### src/rtl/mem_port_arbiter3_if.sv
`default_nettype none
// ============================================================================
// Module      : mem_port_arbiter3_if
// Description : Requester and memory-side signal bundle for mem_port_arbiter3.
// Revision    : 1.0 - initial release
// ============================================================================
interface mem_port_arbiter3_if #(
    parameter int ADDR_W = 32,
    parameter int DATA_W = 32
);
    logic [2:0]          req;
    logic [3*ADDR_W-1:0] addr_in;
    logic [3*DATA_W-1:0] wdata_in;
    logic [2:0]          we_in;
    logic [2:0]          grant;
    logic [2:0]          ack;
    logic                err;
    logic [DATA_W-1:0]   rdata;
    logic [1:0]          select;
    logic                mem_en;
    logic                mem_we;
    logic [ADDR_W-1:0]   mem_addr;
    logic [DATA_W-1:0]   mem_wdata;
    logic                mem_ready;
    logic [DATA_W-1:0]   mem_rdata;

    // Arbiter side
    modport slave (
        input  req, addr_in, wdata_in, we_in, mem_ready, mem_rdata,
        output grant, ack, err, rdata, select,
        output mem_en, mem_we, mem_addr, mem_wdata
    );

    // Requesters plus memory side
    modport master (
        output req, addr_in, wdata_in, we_in, mem_ready, mem_rdata,
        input  grant, ack, err, rdata, select,
        input  mem_en, mem_we, mem_addr, mem_wdata
    );
endinterface
`default_nettype wire

### src/rtl/mem_port_arbiter3.sv
`default_nettype none
// ============================================================================
// Module      : mem_port_arbiter3
// Description : Round-robin arbiter for the shared memory port of the
//               multicycle core (fetch, load/store, debug/DMA).
// Revision    : 1.0 - initial release
// ============================================================================
module mem_port_arbiter3 #(
    parameter int ADDR_W   = 32,
    parameter int DATA_W   = 32,
    parameter int MAX_WAIT = 15
) (
    input  wire logic          clk,
    input  wire logic          reset,
    mem_port_arbiter3_if.slave bus
);
    localparam int                 c_CNT_W     = $clog2(MAX_WAIT + 1);
    localparam logic [c_CNT_W-1:0] c_WAIT_LAST = c_CNT_W'(MAX_WAIT - 1);

    typedef enum logic [1:0] {
        S_IDLE   = 2'd0,
        S_ACCESS = 2'd1,
        S_RESP   = 2'd2
    } state_t;

    state_t              r_state;
    state_t              w_state_nxt;
    logic [1:0]          r_ptr;
    logic [c_CNT_W-1:0]  r_wait;
    logic [1:0]          r_select;
    logic [2:0]          r_grant;
    logic [ADDR_W-1:0]   r_addr;
    logic [DATA_W-1:0]   r_wdata;
    logic                r_we;
    logic [DATA_W-1:0]   r_rdata;
    logic                r_err;

    logic                w_win_valid;
    logic [1:0]          w_win;
    logic [ADDR_W-1:0]   w_win_addr;
    logic [DATA_W-1:0]   w_win_wdata;
    logic                w_win_we;
    logic                w_timeout;

    function automatic logic [1:0] f_rot(input logic [1:0] base, input int off);
        int s;
        s = int'(base) + off;
        return 2'(s % 3);
    endfunction

    // Scan from the farthest position back to ptr so the nearest requester wins.
    always_comb begin
        w_win_valid = 1'b0;
        w_win       = 2'd0;
        for (int i = 2; i >= 0; i--) begin
            if (bus.req[f_rot(r_ptr, i)]) begin
                w_win_valid = 1'b1;
                w_win       = f_rot(r_ptr, i);
            end
        end
    end

    always_comb begin
        w_win_addr  = bus.addr_in[0 +: ADDR_W];
        w_win_wdata = bus.wdata_in[0 +: DATA_W];
        w_win_we    = bus.we_in[0];
        case (w_win)
            2'd1: begin
                w_win_addr  = bus.addr_in[ADDR_W +: ADDR_W];
                w_win_wdata = bus.wdata_in[DATA_W +: DATA_W];
                w_win_we    = bus.we_in[1];
            end
            2'd2: begin
                w_win_addr  = bus.addr_in[2*ADDR_W +: ADDR_W];
                w_win_wdata = bus.wdata_in[2*DATA_W +: DATA_W];
                w_win_we    = bus.we_in[2];
            end
            default: ;
        endcase
    end

    // Next-state: a ready response beats a coincident timeout.
    always_comb begin
        w_state_nxt = r_state;
        w_timeout   = 1'b0;
        case (r_state)
            S_IDLE: begin
                if (w_win_valid) begin
                    w_state_nxt = S_ACCESS;
                end
            end
            S_ACCESS: begin
                if (bus.mem_ready) begin
                    w_state_nxt = S_RESP;
                end else if (r_wait == c_WAIT_LAST) begin
                    w_timeout   = 1'b1;
                    w_state_nxt = S_RESP;
                end
            end
            S_RESP: begin
                w_state_nxt = S_IDLE;
            end
            default: begin
                w_state_nxt = S_IDLE;
            end
        endcase
    end

    always_ff @(posedge clk or posedge reset) begin
        if (reset) begin
            r_state <= S_IDLE;
        end else begin
            r_state <= w_state_nxt;
        end
    end

    always_ff @(posedge clk or posedge reset) begin
        if (reset) begin
            r_ptr    <= 2'd0;
            r_wait   <= '0;
            r_select <= 2'd0;
            r_grant  <= 3'b000;
            r_addr   <= '0;
            r_wdata  <= '0;
            r_we     <= 1'b0;
            r_rdata  <= '0;
            r_err    <= 1'b0;
        end else begin
            case (r_state)
                S_IDLE: begin
                    if (w_win_valid) begin
                        r_select <= w_win;
                        r_grant  <= 3'b001 << w_win;
                        r_addr   <= w_win_addr;
                        r_wdata  <= w_win_wdata;
                        r_we     <= w_win_we;
                        r_wait   <= '0;
                    end
                end
                S_ACCESS: begin
                    if (bus.mem_ready) begin
                        r_rdata <= r_we ? '0 : bus.mem_rdata;
                        r_err   <= 1'b0;
                    end else if (w_timeout) begin
                        r_rdata <= '0;
                        r_err   <= 1'b1;
                    end else begin
                        r_wait  <= r_wait + 1'b1;
                    end
                end
                S_RESP: begin
                    r_ptr   <= (r_select == 2'd2) ? 2'd0 : r_select + 2'd1;
                    r_grant <= 3'b000;
                    r_err   <= 1'b0;
                    r_wait  <= '0;
                end
                default: ;
            endcase
        end
    end

    // Strobes derive from state so an asynchronous reset removes them at once.
    assign bus.mem_en    = (r_state == S_ACCESS);
    assign bus.mem_we    = (r_state == S_ACCESS) & r_we;
    assign bus.mem_addr  = r_addr;
    assign bus.mem_wdata = r_wdata;
    assign bus.grant     = r_grant;
    assign bus.ack       = (r_state == S_RESP) ? r_grant : 3'b000;
    assign bus.err       = r_err;
    assign bus.rdata     = r_rdata;
    assign bus.select    = r_select;

endmodule
`default_nettype wire

### src/flat_wrapper.sv
// flat-port wrapper written by rule: the top's interface ports become plain ports
module mem_port_arbiter3_flat 
#(
    parameter int ADDR_W   = 32,
    parameter int DATA_W   = 32,
    parameter int MAX_WAIT = 15
)
  (clk, reset, bus_req, bus_addr_in, bus_wdata_in, bus_we_in, bus_mem_ready, bus_mem_rdata, bus_grant, bus_ack, bus_err, bus_rdata, bus_select, bus_mem_en, bus_mem_we, bus_mem_addr, bus_mem_wdata);
  mem_port_arbiter3_if #(.ADDR_W(ADDR_W), .DATA_W(DATA_W)) bus_i ();
  input  wire logic clk;
  input  wire logic reset;
  input wire logic [$bits(bus_i.req)-1:0] bus_req;
  input wire logic [$bits(bus_i.addr_in)-1:0] bus_addr_in;
  input wire logic [$bits(bus_i.wdata_in)-1:0] bus_wdata_in;
  input wire logic [$bits(bus_i.we_in)-1:0] bus_we_in;
  input wire logic [$bits(bus_i.mem_ready)-1:0] bus_mem_ready;
  input wire logic [$bits(bus_i.mem_rdata)-1:0] bus_mem_rdata;
  output wire logic [$bits(bus_i.grant)-1:0] bus_grant;
  output wire logic [$bits(bus_i.ack)-1:0] bus_ack;
  output wire logic [$bits(bus_i.err)-1:0] bus_err;
  output wire logic [$bits(bus_i.rdata)-1:0] bus_rdata;
  output wire logic [$bits(bus_i.select)-1:0] bus_select;
  output wire logic [$bits(bus_i.mem_en)-1:0] bus_mem_en;
  output wire logic [$bits(bus_i.mem_we)-1:0] bus_mem_we;
  output wire logic [$bits(bus_i.mem_addr)-1:0] bus_mem_addr;
  output wire logic [$bits(bus_i.mem_wdata)-1:0] bus_mem_wdata;
  assign bus_i.req = bus_req;
  assign bus_i.addr_in = bus_addr_in;
  assign bus_i.wdata_in = bus_wdata_in;
  assign bus_i.we_in = bus_we_in;
  assign bus_i.mem_ready = bus_mem_ready;
  assign bus_i.mem_rdata = bus_mem_rdata;
  assign bus_grant = bus_i.grant;
  assign bus_ack = bus_i.ack;
  assign bus_err = bus_i.err;
  assign bus_rdata = bus_i.rdata;
  assign bus_select = bus_i.select;
  assign bus_mem_en = bus_i.mem_en;
  assign bus_mem_we = bus_i.mem_we;
  assign bus_mem_addr = bus_i.mem_addr;
  assign bus_mem_wdata = bus_i.mem_wdata;
  mem_port_arbiter3 #(.ADDR_W(ADDR_W), .DATA_W(DATA_W), .MAX_WAIT(MAX_WAIT)) u_core (.clk(clk), .reset(reset), .bus(bus_i));
endmodule
### config.mk
export PLATFORM = sky130hd
export DESIGN_NAME = mem_port_arbiter3_flat
export DESIGN_NICKNAME = d
export VERILOG_FILES = /design/src/rtl/mem_port_arbiter3_if.sv /design/src/rtl/mem_port_arbiter3.sv /design/src/flat_wrapper.sv
export SDC_FILE = /design/constraint.sdc
export NUM_CORES = 1
export LEC_CHECK = 0
export BUFFER_PORTS_ARGS = -buffer_cell sky130_fd_sc_hd__buf_2
export CAP_MARGIN = 30
export CORE_AREA = 4 4 130 132
export DETAILED_ROUTE_END_ITERATION = 12
export DIE_AREA = 0 0 134 136
export HOLD_SLACK_MARGIN = 0.08
export MAX_ROUTING_LAYER = met4
export PLACE_DENSITY = 0.73
export SETUP_SLACK_MARGIN = 0.2
export SLEW_MARGIN = 20
export SYNTH_ARGS = -nofsm -noshare
export SYNTH_HDL_FRONTEND = slang
export SYNTH_SLANG_ARGS = --single-unit
### constraint.sdc
create_clock -name clk -period 3.75 [get_ports clk]
set_clock_uncertainty 0.1 [all_clocks]
set_input_delay 0.375 -clock clk [delete_from_list [all_inputs] [get_ports clk]]
set_output_delay 0.375 -clock clk [all_outputs]
set_load 0.1 [all_outputs]
==> metrics.md <==
| Metric | Value |
|---|---|
| Required @ worst endpoint | `roughly 4 ns` |
| Clk_lat worst skew | `between 0.3 and 0.4 ns` |
| Post-synth top area share | `between 40% and 50%` |
| Crit path max fanout | `47` |
| Hold Vio Cnt, Final | `0` |
| Reg area | `roughly 2800 µm²` |
| Core area | `15710 µm²` |
| Post-DP HPWL | `approximately 15000 µm` |
| Flops & latches, synth | `around 110` |
| Share of cells above drive strength 1 | `approximately 50%` |
| Gpl congestion | `around 0.97` |
| Crit start category | `register` |
| Placed Area | `a little under 8000 µm²` |
| Fraction of registers with async set/reset | `100.0%` |
| Worst-Margin Slew | `about 0.73 ns` |
| Synth Instances | `~550` |
| Area of the multi-input gates | `between 2000 and 3000 µm²` |
| Top post-synthesis cells by count | `dfrtp_1 (111), nor2_1 (68), a21oi_1 (67), a22oi_1 (65), mux2_2 (55)` |
| Synth-to-layout area growth | `39.66%` |
| Min cycle time layout | `just over 3 ns` |
| CTS resizes | `0` |
| Post-Syn Nets | `~790` |
| DP Cell Count | `around 1.1k` |
| TritonRoute pass-1 iters | `6` |
| RSZ-0062 raised after global routing | `false` |
| Post-synth cell types | `44` |
| Via count | `approximately 5.6k` |
| GR Util All Layers | `about a fifth` |
| Boundary Pins | `340` |
| # Post-CTS Setup Buffers | `0` |
| Worst relative slew slack | `about 50%` |
| CTS Buf Count | `9` |
| Top FF cell, synth | `dfrtp_1` |
| Wire length per cell | `~18 µm` |
| Post-route DRC | `0` |
| Largest net degree at the start of global routing | `62` |
| Synthesized area per cell | `approximately 10 µm²` |
| CTS H-tree lvls | `3` |
| Fin crit share | `82.56%` |
| Filler cell count | `about 1.5k` |
| Status | `finished, final reports clean` |
| Final instance area | `between 7000 and 8000 µm²` |
| Maximum clock frequency | `323.0 MHz` |
| Row cnt | `between 40 and 50` |
| First-pass GRT wire length | `29660 µm` |
| Die ar. | `18220 µm²` |
| EDFF count, synth | `0` |
| Cell Area, Synth | `~5700 µm²` |
| Post-Route WL | `~20000 µm` |
| Setup_tns | `0 ns` |
| Hold buffer count at CTS | `1` |
| Initial DRC Count | `~340` |
| CTS Buffer Depth | `2` |
| Die Height | `approximately 140 µm` |
| CTS tree | `built` |
| Post-synthesis sequential area ratio | `48.59%` |
| Final std cells w/o fill | `between 1k and 1.5k` |
| Total grt overflow | `0` |
| Main area contributors after synthesis | `dfrtp_1 (49%), mux2_2 (11%), a22oi_1 (8.5%)` |
| Yosys top cell by area | `dfrtp_1` |
| Diode count | `0` |
| # port buffers | `about 340` |
| # nets final | `roughly 1.1k` |
| CP arrival | `3.29 ns` |
| Crit end category | `register` |
| Initial antenna violation count | `0` |
| Path type of the worst setup path | `reg2reg` |
| Max-cap violations | `0` |
| CTS sink count | `around 110` |
| Slew Limit Fails | `0` |
| Vias per cell | `5.190` |
| Count leader, synth | `dfrtp_1` |
| Antenna Nets Post-Route | `0` |
| Hold Crit Class | `in2reg` |
| Starting Density | `between 30% and 40%` |
| Root buffer cell | `clkbuf_16` |
| Die width | `roughly 130 µm` |
| Vias in the first global route | `~5.6k` |
| # setup viols final | `0` |
| Clk pin slew, worst setup/hold paths | `0.08 ns` |
| Synth Warn # | `0` |
[per-layer routing]
layer	global-route usage, %	part of all wire [%]	up-vias
met1	26.78	41	2702
met4	5.429	2.0	0
met3	3.997	6.0	33
li1	-	-	2657
met2	35.35	51	234
met5	-	0	-
[per-stage QoR]
stage | util, % | setup slack, ns | hold slack (ns)
floorplan | - | 0.3443 | 0.3952
global placement | 48.59 | 0.7440 | 0.3643
detailed placement | 48.94 | 0.6832 | 0.3151
CTS | 50.81 | 0.6793 | 0.1241
global route | 50.81 | 0.4825 | 0.1196
finish | 50.81 | 0.6540 | 0.1347
[path summary, 6_finish.rpt]
kind | from | endpoint | slack [ns] | cells after the start
setup / recovery | u_core.r_ptr[1] | u_core.bus.mem_addr[10] | 0.65 | 10
hold / removal | bus_mem_rdata[3] | u_core.bus.rdata[3] | 0.13 | 2
setup reg to reg | u_core.r_ptr[1] | u_core.bus.mem_addr[10] | 0.65 | 10
hold reg to reg | u_core.bus.mem_wdata[24] | u_core.bus.mem_wdata[24] | 0.38 | 1
max in group asynchronous | reset | u_core.bus.rdata[12] | 2.31 | 5
min in group asynchronous | reset | u_core.bus.rdata[3] | 0.48 | 3
[layout by cell type (no fill, tap or decap), drive strengths merged, types with 4 or more instances in the layout]
master / synthesis / final
a21oi: 67 / 67
a22o: 35 / 35
dfrtp: 111 / 111
nor2: 68 / 68
clkbuf: 32 / 11
nand2: 7 / 7
mux2: 65 / 65
buf: 13 / 352
and2: 5 / 5
a22oi: 65 / 65
ha: 8 / 8
nor3: 6 / 6
inv: 16 / 16
a31oi: 4 / 4
nand2b: 6 / 6
mux2i: 4 / 4
[sequential cells by signal, summed over array words and instances (netlist names)]
| signal | flops |
|---|---|
| u_core.r_ptr | 2 |
| u_core.r_wait | 4 |
| u_core.bus.mem_wdata | 32 |
| u_core.bus.grant | 3 |
| u_core.bus.mem_addr | 32 |
| u_core.r_we | 1 |
| u_core.bus.err | 1 |
| u_core.bus.select | 2 |
| u_core.r_state | 2 |
| u_core.bus.rdata | 32 |
[critical path, stage by stage (launching register included)]
cell	delay (ns)
dfrtp_1	0.39
inv_1	0.06
ha_1	0.29
nor2b_1	0.18
o21a_1	0.16
o221ai_1	0.42
ha_2	0.64
buf_12	0.31
a22oi_1	0.12
a21oi_1	0.18
mux2_2	0.17
[kinds of logic after synthesis]
| kind of cell | after synthesis | share of synthesized area, % |
|---|---|---|
| multiplexers | 69 | 13.50 |
| AND/OR/NAND/NOR | 103 | 7.857 |
| adder cells (fa/ha/maj) | 8 | 1.751 |
| flip-flops | 111 | 48.59 |
| buffers and inverters | 61 | 4.662 |
| AO/OA/AOI/OAI | 193 | 23.64 |
[layout make-up]
| cell class | instances | area share (%) |
|---|---|---|
| sequential | 111 | 34.79 |
| tap | 216 | 3.385 |
| multi-input combinational | 373 | 33.76 |
| inverter | 16 | 0.7836 |
| clock buffer | 11 | 3.166 |
| clock inverter | 4 | 0.3918 |
| timing repair buffer | 353 | 23.73 |
Power is left out: the tool's default activity adds up to more than one toggle a clock period on the data nets, which glitch-free logic cannot reach.
